===== config.mk =====
export PLATFORM = sky130hd
export DESIGN_NAME = sram_pixel_streamer_flat
export DESIGN_NICKNAME = d
export VERILOG_FILES = /design/src/rtl/sram_pixel_streamer_if.sv /design/src/rtl/sram_pixel_streamer.sv /design/src/flat_wrapper.sv
export SDC_FILE = /design/constraint.sdc
export NUM_CORES = 1
export LEC_CHECK = 0
export ABC_AREA = 1
export CORE_ASPECT_RATIO = 0.6
export CORE_UTILIZATION = 50
export DETAILED_ROUTE_END_ITERATION = 8
export PLACE_DENSITY = 0.77
export SYNTH_ARGS = -nofsm -noshare
export SYNTH_HDL_FRONTEND = slang
export SYNTH_SLANG_ARGS = --single-unit

===== constraint.sdc =====
create_clock -name clk -period 5 [get_ports clk]
set_input_delay 0.75 -clock clk [delete_from_list [all_inputs] [get_ports clk]]
set_output_delay 0.75 -clock clk [all_outputs]
set_load 0.005 [all_outputs]

===== src/rtl/sram_pixel_streamer_if.sv =====
// Bus between the frame-read streamer and its environment: the SRAM read port and the pixel stream.
// The master side is the streamer; the slave side is the SRAM plus the downstream pixel consumer.
interface sram_pixel_streamer_if #(
  parameter int ADDR_SZ   = 16,
  parameter int RAM_WIDTH = 32
);
  logic                 sram_en;
  logic                 sram_we;
  logic [ADDR_SZ-1:0]   sram_addr;
  logic [RAM_WIDTH-1:0] sram_rdata;

  logic                 m_valid;
  logic                 m_ready;
  logic [23:0]          m_data;
  logic                 m_sof;
  logic                 m_eol;
  logic                 m_last;

  modport master (
    output sram_en, sram_we, sram_addr,
    input  sram_rdata,
    output m_valid, m_data, m_sof, m_eol, m_last,
    input  m_ready
  );

  modport slave (
    input  sram_en, sram_we, sram_addr,
    output sram_rdata,
    input  m_valid, m_data, m_sof, m_eol, m_last,
    output m_ready
  );
endinterface


===== src/rtl/sram_pixel_streamer.sv =====
// Reads one IMG_W x IMG_H frame from a 1-cycle-latency SRAM in raster order and streams 24-bit pixels.
// Define PIXEL_CHECKSUM_EN to add a mod-2**32 checksum of every transferred pixel.
module sram_pixel_streamer #(
  parameter int IMG_W     = 256,
  parameter int IMG_H     = 256,
  parameter int ADDR_SZ   = 16,
  parameter int RAM_WIDTH = 32
) (
  input  logic        clk,
  input  logic        rst,
  input  logic        start,
  output logic        busy,
  output logic        done,
`ifdef PIXEL_CHECKSUM_EN
  output logic [31:0] checksum,
`endif
  sram_pixel_streamer_if.master bus
);

  localparam int XW = (IMG_W > 1) ? $clog2(IMG_W) : 1;
  localparam int YW = (IMG_H > 1) ? $clog2(IMG_H) : 1;
  localparam logic [XW-1:0] X_LAST = XW'(IMG_W - 1);
  localparam logic [YW-1:0] Y_LAST = YW'(IMG_H - 1);

  typedef enum logic [1:0] {S_IDLE, S_RUN, S_DRAIN, S_DONE} state_t;
  typedef struct packed { logic sof; logic eol; logic last; } mark_t;
  typedef struct packed { logic [23:0] data; mark_t mark; } pix_t;

  state_t             state, state_nxt;
  logic [XW-1:0]      x_cnt;
  logic [YW-1:0]      y_cnt;
  logic [ADDR_SZ-1:0] rd_addr;
  logic               inflight;
  mark_t              infl_mark, cur_mark;
  pix_t               fifo_mem [2];
  pix_t               head;
  logic               wr_ptr, rd_ptr;
  logic [1:0]         count;
  logic [2:0]         level_after;
  logic               accept, pop, issue, at_last;
  logic               unused_rdata;

  assign accept  = (state == S_IDLE) && start;
  assign pop     = (count != 2'd0) && bus.m_ready;
  // Entries held plus the read in flight, once this cycle's push and pop have settled.
  assign level_after = 3'(count) + 3'(inflight) - 3'(pop);
  assign issue   = (state == S_RUN) && (level_after < 3'd2);
  assign at_last = (x_cnt == X_LAST) && (y_cnt == Y_LAST);
  assign cur_mark = '{sof: (x_cnt == '0) && (y_cnt == '0), eol: (x_cnt == X_LAST), last: at_last};

  always_ff @(posedge clk or posedge rst) begin
    if (rst) state <= S_IDLE;
    else     state <= state_nxt;
  end

  always_comb begin
    // NOTE: combinational blocks use blocking '=' and assign a default first, so no latch is inferred.
    state_nxt = state;
    case (state)
      S_IDLE:  if (start) state_nxt = S_RUN;
      S_RUN:   if (issue && at_last) state_nxt = S_DRAIN;
      S_DRAIN: if (level_after == 3'd0) state_nxt = S_DONE;
      S_DONE:  state_nxt = S_IDLE;
      default: state_nxt = S_IDLE;
    endcase
  end

  always_comb begin
    busy          = (state != S_IDLE);
    done          = (state == S_DONE);
    bus.sram_en   = issue;
    bus.sram_we   = 1'b0;
    bus.sram_addr = rd_addr;
  end

  // Raster counters stop on the last pixel so the final address stays visible.
  always_ff @(posedge clk or posedge rst) begin
    if (rst) begin
      x_cnt   <= '0;
      y_cnt   <= '0;
      rd_addr <= '0;
    end else if (accept) begin
      x_cnt   <= '0;
      y_cnt   <= '0;
      rd_addr <= '0;
    end else if (issue && !at_last) begin
      rd_addr <= rd_addr + ADDR_SZ'(1);
      if (x_cnt == X_LAST) begin
        x_cnt <= '0;
        y_cnt <= y_cnt + YW'(1);
      end else begin
        x_cnt <= x_cnt + XW'(1);
      end
    end
  end

  always_ff @(posedge clk or posedge rst) begin
    if (rst) begin
      inflight  <= 1'b0;
      infl_mark <= '0;
    end else begin
      inflight <= issue;
      if (issue) infl_mark <= cur_mark;
    end
  end

  always_ff @(posedge clk or posedge rst) begin
    if (rst) begin
      wr_ptr <= 1'b0;
      rd_ptr <= 1'b0;
      count  <= 2'd0;
    end else begin
      if (inflight) wr_ptr <= ~wr_ptr;
      if (pop)      rd_ptr <= ~rd_ptr;
      count <= level_after[1:0];
    end
  end

  // NOTE: FIFO storage has no reset; count alone decides which entries are visible.
  always_ff @(posedge clk) begin
    if (inflight) fifo_mem[wr_ptr] <= '{data: bus.sram_rdata[23:0], mark: infl_mark};
  end

  assign head        = fifo_mem[rd_ptr];
  assign bus.m_valid = (count != 2'd0);
  assign bus.m_data  = head.data;
  assign bus.m_sof   = head.mark.sof;
  assign bus.m_eol   = head.mark.eol;
  assign bus.m_last  = head.mark.last;

  assign unused_rdata = ^bus.sram_rdata[RAM_WIDTH-1:24];

`ifdef PIXEL_CHECKSUM_EN
  always_ff @(posedge clk or posedge rst) begin
    if (rst)         checksum <= '0;
    else if (accept) checksum <= '0;
    else if (pop)    checksum <= checksum + 32'(bus.m_data);
  end
`endif

endmodule


===== src/flat_wrapper.sv =====
// flat-port wrapper written by rule: the top's interface ports become plain ports
module sram_pixel_streamer_flat 
#(
  parameter int IMG_W     = 256,
  parameter int IMG_H     = 256,
  parameter int ADDR_SZ   = 16,
  parameter int RAM_WIDTH = 32
)
  (clk, rst, start, busy, done, bus_sram_en, bus_sram_we, bus_sram_addr, bus_sram_rdata, bus_m_valid, bus_m_data, bus_m_sof, bus_m_eol, bus_m_last, bus_m_ready);
  sram_pixel_streamer_if #(.ADDR_SZ(ADDR_SZ), .RAM_WIDTH(RAM_WIDTH)) bus_i ();
  input  logic clk;
  input  logic rst;
  input  logic start;
  output logic busy;
  output logic done;
  output wire logic [$bits(bus_i.sram_en)-1:0] bus_sram_en;
  output wire logic [$bits(bus_i.sram_we)-1:0] bus_sram_we;
  output wire logic [$bits(bus_i.sram_addr)-1:0] bus_sram_addr;
  input wire logic [$bits(bus_i.sram_rdata)-1:0] bus_sram_rdata;
  output wire logic [$bits(bus_i.m_valid)-1:0] bus_m_valid;
  output wire logic [$bits(bus_i.m_data)-1:0] bus_m_data;
  output wire logic [$bits(bus_i.m_sof)-1:0] bus_m_sof;
  output wire logic [$bits(bus_i.m_eol)-1:0] bus_m_eol;
  output wire logic [$bits(bus_i.m_last)-1:0] bus_m_last;
  input wire logic [$bits(bus_i.m_ready)-1:0] bus_m_ready;
  assign bus_sram_en = bus_i.sram_en;
  assign bus_sram_we = bus_i.sram_we;
  assign bus_sram_addr = bus_i.sram_addr;
  assign bus_i.sram_rdata = bus_sram_rdata;
  assign bus_m_valid = bus_i.m_valid;
  assign bus_m_data = bus_i.m_data;
  assign bus_m_sof = bus_i.m_sof;
  assign bus_m_eol = bus_i.m_eol;
  assign bus_m_last = bus_i.m_last;
  assign bus_i.m_ready = bus_m_ready;
  sram_pixel_streamer #(.IMG_W(IMG_W), .IMG_H(IMG_H), .ADDR_SZ(ADDR_SZ), .RAM_WIDTH(RAM_WIDTH)) u_core (.clk(clk), .rst(rst), .start(start), .busy(busy), .done(done), .bus(bus_i));
endmodule

* Word-level counts from Yosys, hierarchy flattened
Memories as Yosys holds them, arrays and structs flattened.
Index checks and enable logic that the tools add are counted.
** Storage, ports and cells
- Flip-flop bits (word level) :: 42
- RAM bits :: 54
- Output and inout bits :: 48
- Memories kept :: 1
** Memory list
- u_core.fifo_mem :: depth 2, width 27, rd ports 1, clocked after memory_dff 0, write ports 1, RTL line sram_pixel_streamer.sv:35 : pix_t fifo_mem [2];
** Operators by class
- Add/subtract/negate cells :: 5
- $lt $le $gt $ge :: 1
- Eq/ne operators :: 8
- Muxes and demuxes :: 14
- Bitwise logic cells :: 2
- Reductions and logical operators :: 18
** Operator list (number)
- two-way mux 8 bit :: 6
- two-way mux 16 bit :: 2
- adder 16 x 1 -> 16 bit, second input constant :: 1
- adder 8 x 1 -> 8 bit, second input constant :: 2
- equality test 8 bit, second input constant :: 2
- zero test 8 bit :: 2
- one-hot mux 2 bit (4 select lines) :: 1
- nonzero test 2 bit :: 4
- logical AND 1 bit :: 7
- two-way mux 2 bit :: 3
- equality test 2 bit, second input constant :: 2
- inequality test 2 bit, second input constant :: 2
- adder 2 x 1 -> 3 bit :: 1
- zero test 3 bit :: 1
- < comparator 3 x 2 -> 1 bit, second input constant :: 1
- AND reduction 3 bit :: 1
- subtractor 3 x 1 -> 3 bit :: 1
- equality test 2 x 1 -> 1 bit, second input constant :: 1
- zero test 2 bit :: 1
- two-way mux 1 bit :: 2
- inequality test 2 x 1 -> 1 bit, second input constant :: 1
- inverter 1 bit :: 2
- AND reduction 2 bit :: 1
- zero test 1 bit :: 1

* Longest topological paths before layout
- Depth in word-level cells :: 8
- Gate-level depth with buffers :: 17
- Mapped depth without buffers :: 16

* Least setup slack after synthesis
Ideal clock, no wire load.
- Kind :: input to output
- Start :: in bus_m_ready
- End :: out bus_sram_en
- Arrival :: 2.181 ns
- Required time :: 4.250 ns
- Slack :: 2.069 ns
- Cell stages on the path :: 8
- Cell sequence :: nand2_1 > inv_1 > ha_1 > inv_1 > ha_1 > fa_1 > nand3b_1 > nor2_2
** Between the ends
- Longest elaborated chain between the ends :: 4
** RTL lines
- start: declaration :: RTL line flat_wrapper.sv:25 : input wire logic [$bits(bus_i.m_ready)-1:0] bus_m_ready;
- logical AND 1 bit :: RTL line sram_pixel_streamer.sv:44 : assign pop = (count != 2'd0) && bus.m_ready;
- via u_core.pop :: RTL line sram_pixel_streamer.sv:40 : logic accept, pop, issue, at_last;
- subtractor 3 x 1 -> 3 bit :: RTL line sram_pixel_streamer.sv:46 : assign level_after = 3'(count) + 3'(inflight) - 3'(pop);
- via u_core.level_after[1] :: RTL line sram_pixel_streamer.sv:39 : logic [2:0] level_after;
- < comparator 3 x 2 -> 1 bit :: RTL line sram_pixel_streamer.sv:47 : assign issue = (state == S_RUN) && (level_after < 3'd2);
- logical AND 1 bit :: RTL line sram_pixel_streamer.sv:47
- end: declaration :: RTL line flat_wrapper.sv:16 : output wire logic [$bits(bus_i.sram_en)-1:0] bus_sram_en;
The timed path passes the listed nets, and every way through them passes these cells.

* Final worst setup path
Ends and elaborated chain as after synthesis.

==> results.yml <==
placed_design:
  dp_hpwl_um: 6860
  io_buffers: 74
  post-place-ws_ns: 0.960
  gp_congestion: 0.877
  placed_cell_area_um2: 5410
  place_inst: 677
timing:
  slew_headroom: 0.255
  fin_hold_ws_ns: 0.486
  fin_skew_ns: 0.00485
  finalCritPeriodShare: 0.809
  setup_viol: 0
  drv_slew: 0
  fmax_mhz: 247
  setup_tns_ns: 0
  timing_worst_slew_pin_value_ns: 1.12
  hold_violations: 0
  min_period_ns: 4.04
  rsz0062_at_grt: "no"
  setup_ws_ns: 0.956
grt:
  grt_pass1_vias: 3291
  antenna_found_initial: 0
  grt_pass1_wl_um: 16400
  grt_max_degree: 43
  grt_use_total: 0.222
  overflow: 0
synthesis:
  syn-instance-count: 500
  ys_seq_area_frac: 0.583
  synth-seq-cells: 96
  syn_area_um2: 4580
  post_synth.cell_area_avg_um2: 9.17
  syn_nets: 549
  ys_types: 34
  yosysWarnings: 0
  synth-edff-count: 54
  synthArstFlopShare: 0.438
  synth_ff_type: "edfxtp_1"
critical_path:
  crit_arrival_ns: 3.29
  critical_path.max_stage_delay_ns: 0.56
  cp_max_fo: 6
  crit_chain: "clkdlybuf4s50_1, nand2_1, inv_1, ha_1, inv_1, ha_1, fa_1, nand3b_1, nor2_2, clkdlybuf4s50_1"
  required_ns: 4.25
  worstSetupStartpointType: "input port"
  setup.worst_path.class: "in2out"
  r2r_slack_ns: 1.74
  r2r_start: "u_core.count[1]$_DFF_PP0_"
  critPathTopFamily: "buffers and inverters"
  r2r-end: "u_core.bus.sram_addr[11]$_DFFE_PP0P_"
  reg2regPathDepth: 14
  end_kind: "primary output"
  path_buf_inv: 4
  critical_path.slowest_cell: "clkdlybuf4s50_1"
cells_and_area:
  antenna_cells: 0
  fin_cells: 693
  drive_gt1_frac: 0.0620
  area_growth_pct: 24.9
  fin_area_um2: 5720
  layout.nets: 625
cts:
  clk_latency_ns: 0.34
  cts_setup_buffers: 0
  cts_sinks: 96
  hold_buffers: 0
  cts_root_buffer: "clkbuf_16"
  cts_tree: "done"
  cts_resized: 0
  cts_buffers: 9
  clkTransAtPathRegs_ns: 0.07
  clockBufferDepth: 2
  htreeDepth: 3
run_status:
  status: "finished with violations"
  violations: "design-rule violations"
die:
  die_area_um2: 9570
  io_pins: 84
  initial_core_util: 0.528
  coreArea_um2: 8690
  rows: 26
  die_x_um: 126
  dieHeight_um: 76.2
pwr:
  power_leakage_nw: 2.53
  power_density_nw_per_um2: 477
  ir_drop_uv: 212
drt:
  wl_um: 9970
  dr.pass1.iters: 7
  vias_per_cell: 5.14
  drcViolationCount: 8
  wl_per_cell_um: 14.4
  vias: 3562
  ant_nets: 0
  drt_iter0_markers: 381
min_path:
  hold_depth: 0
  holdPathEnd: "u_core.fifo_mem[1][1]$_DFFE_PP_"
  hold_start: "u_core.infl_mark[1]$_DFFE_PP0P_"
  hp-class: "reg2reg"
run:
  cap_violations: 0
## layer usage
metal / vias up / wire length [um] / GRT usage
met5: - / 0 / 0
met4: 0 / 42 / 0.0451
met3: 5 / 642 / 0.0555
met2: 127 / 4490 / 0.341
met1: 1670 / 4790 / 0.320
li1: 1760 / - / -
## synthesized netlist by cell type (4+ instances only)
master,n,area (um2)
nand2_1,214,803
edfxtp_1,54,1620
dfrtp_1,42,1050
nor2_1,38,143
inv_1,35,131
nand3_1,22,110
nand4_1,17,106
xor2_1,13,114
ha_1,12,150
o21ai_0,8,40.0
nand2_2,4,25.0
o21bai_1,4,30.0
## kinds of logic (layout without fill, tap and decap cells)
family,count (synthesis),after routing,share of synthesized area
AO/OA/AOI/OAI,14,14,0.0180
XOR/XNOR,15,15,0.0287
adder cells (fa/ha/maj),13,13,0.0371
buffers and inverters,51,132,0.0489
flip-flops,96,96,0.583
other,1,1,0.000818
AND/OR/NAND/NOR,310,310,0.283
## how the worst max path moves through the flow
stage | depth (start not counted) | endpoint | slack [ns] | startpoint
3_5_place_dp | 10 | bus_sram_en | 0.96 | bus_m_ready
4_1_cts | 10 | bus_sram_en | 0.94 | bus_m_ready
5_1_grt | 10 | bus_sram_en | 0.86 | bus_m_ready
2_1_floorplan | 8 | bus_sram_en | 2.07 | bus_m_ready
6_report | 10 | bus_sram_en | 0.96 | bus_m_ready
3_3_place_gp | 10 | bus_sram_en | 0.95 | bus_m_ready
## final cells by class
class	count	area (um2)
fill	670	2960
sequential	96	2670
multi-input combinational	353	1690
timing repair buffer	77	763
clock buffer	9	225
inverter	39	148
tap	112	140
clock inverter	7	86.3
## sequential cells by signal, summed over array words and instances (netlist names)
| register | flops |
|---|---|
| u_core.wr_ptr | 1 |
| u_core.x_cnt | 8 |
| u_core.rd_ptr | 1 |
| u_core.inflight | 1 |
| u_core.bus.sram_addr | 16 |
| u_core.infl_mark | 3 |
| u_core.state | 2 |
| u_core.count | 2 |
| u_core.y_cnt | 8 |
| u_core.fifo_mem | 54 |
## cells in the final DEF (no fill, tap or decap), types with 12 or more instances in the layout
cell and instances:
xor2_1 13, nand4_1 17, clkdlybuf4s50_1 74, inv_1 35
nand3_1 22, nand2_1 214, nor2_1 37, ha_1 12
dfrtp_1 42, edfxtp_1 54
## metrics by stage
step,power [mW],util
final,2.73,0.659
after global routing,2.90,0.659
after CTS,2.75,0.659
after detailed placement,2.05,0.623
after global placement,2.01,0.623
after floorplan,1.63,-
## power breakdown
part	switching [mW]	internal (mW)
registers	0.0615	0.993
logic	0.560	0.412
clock network	0.307	0.399
(Power assumes the default switching activity.)
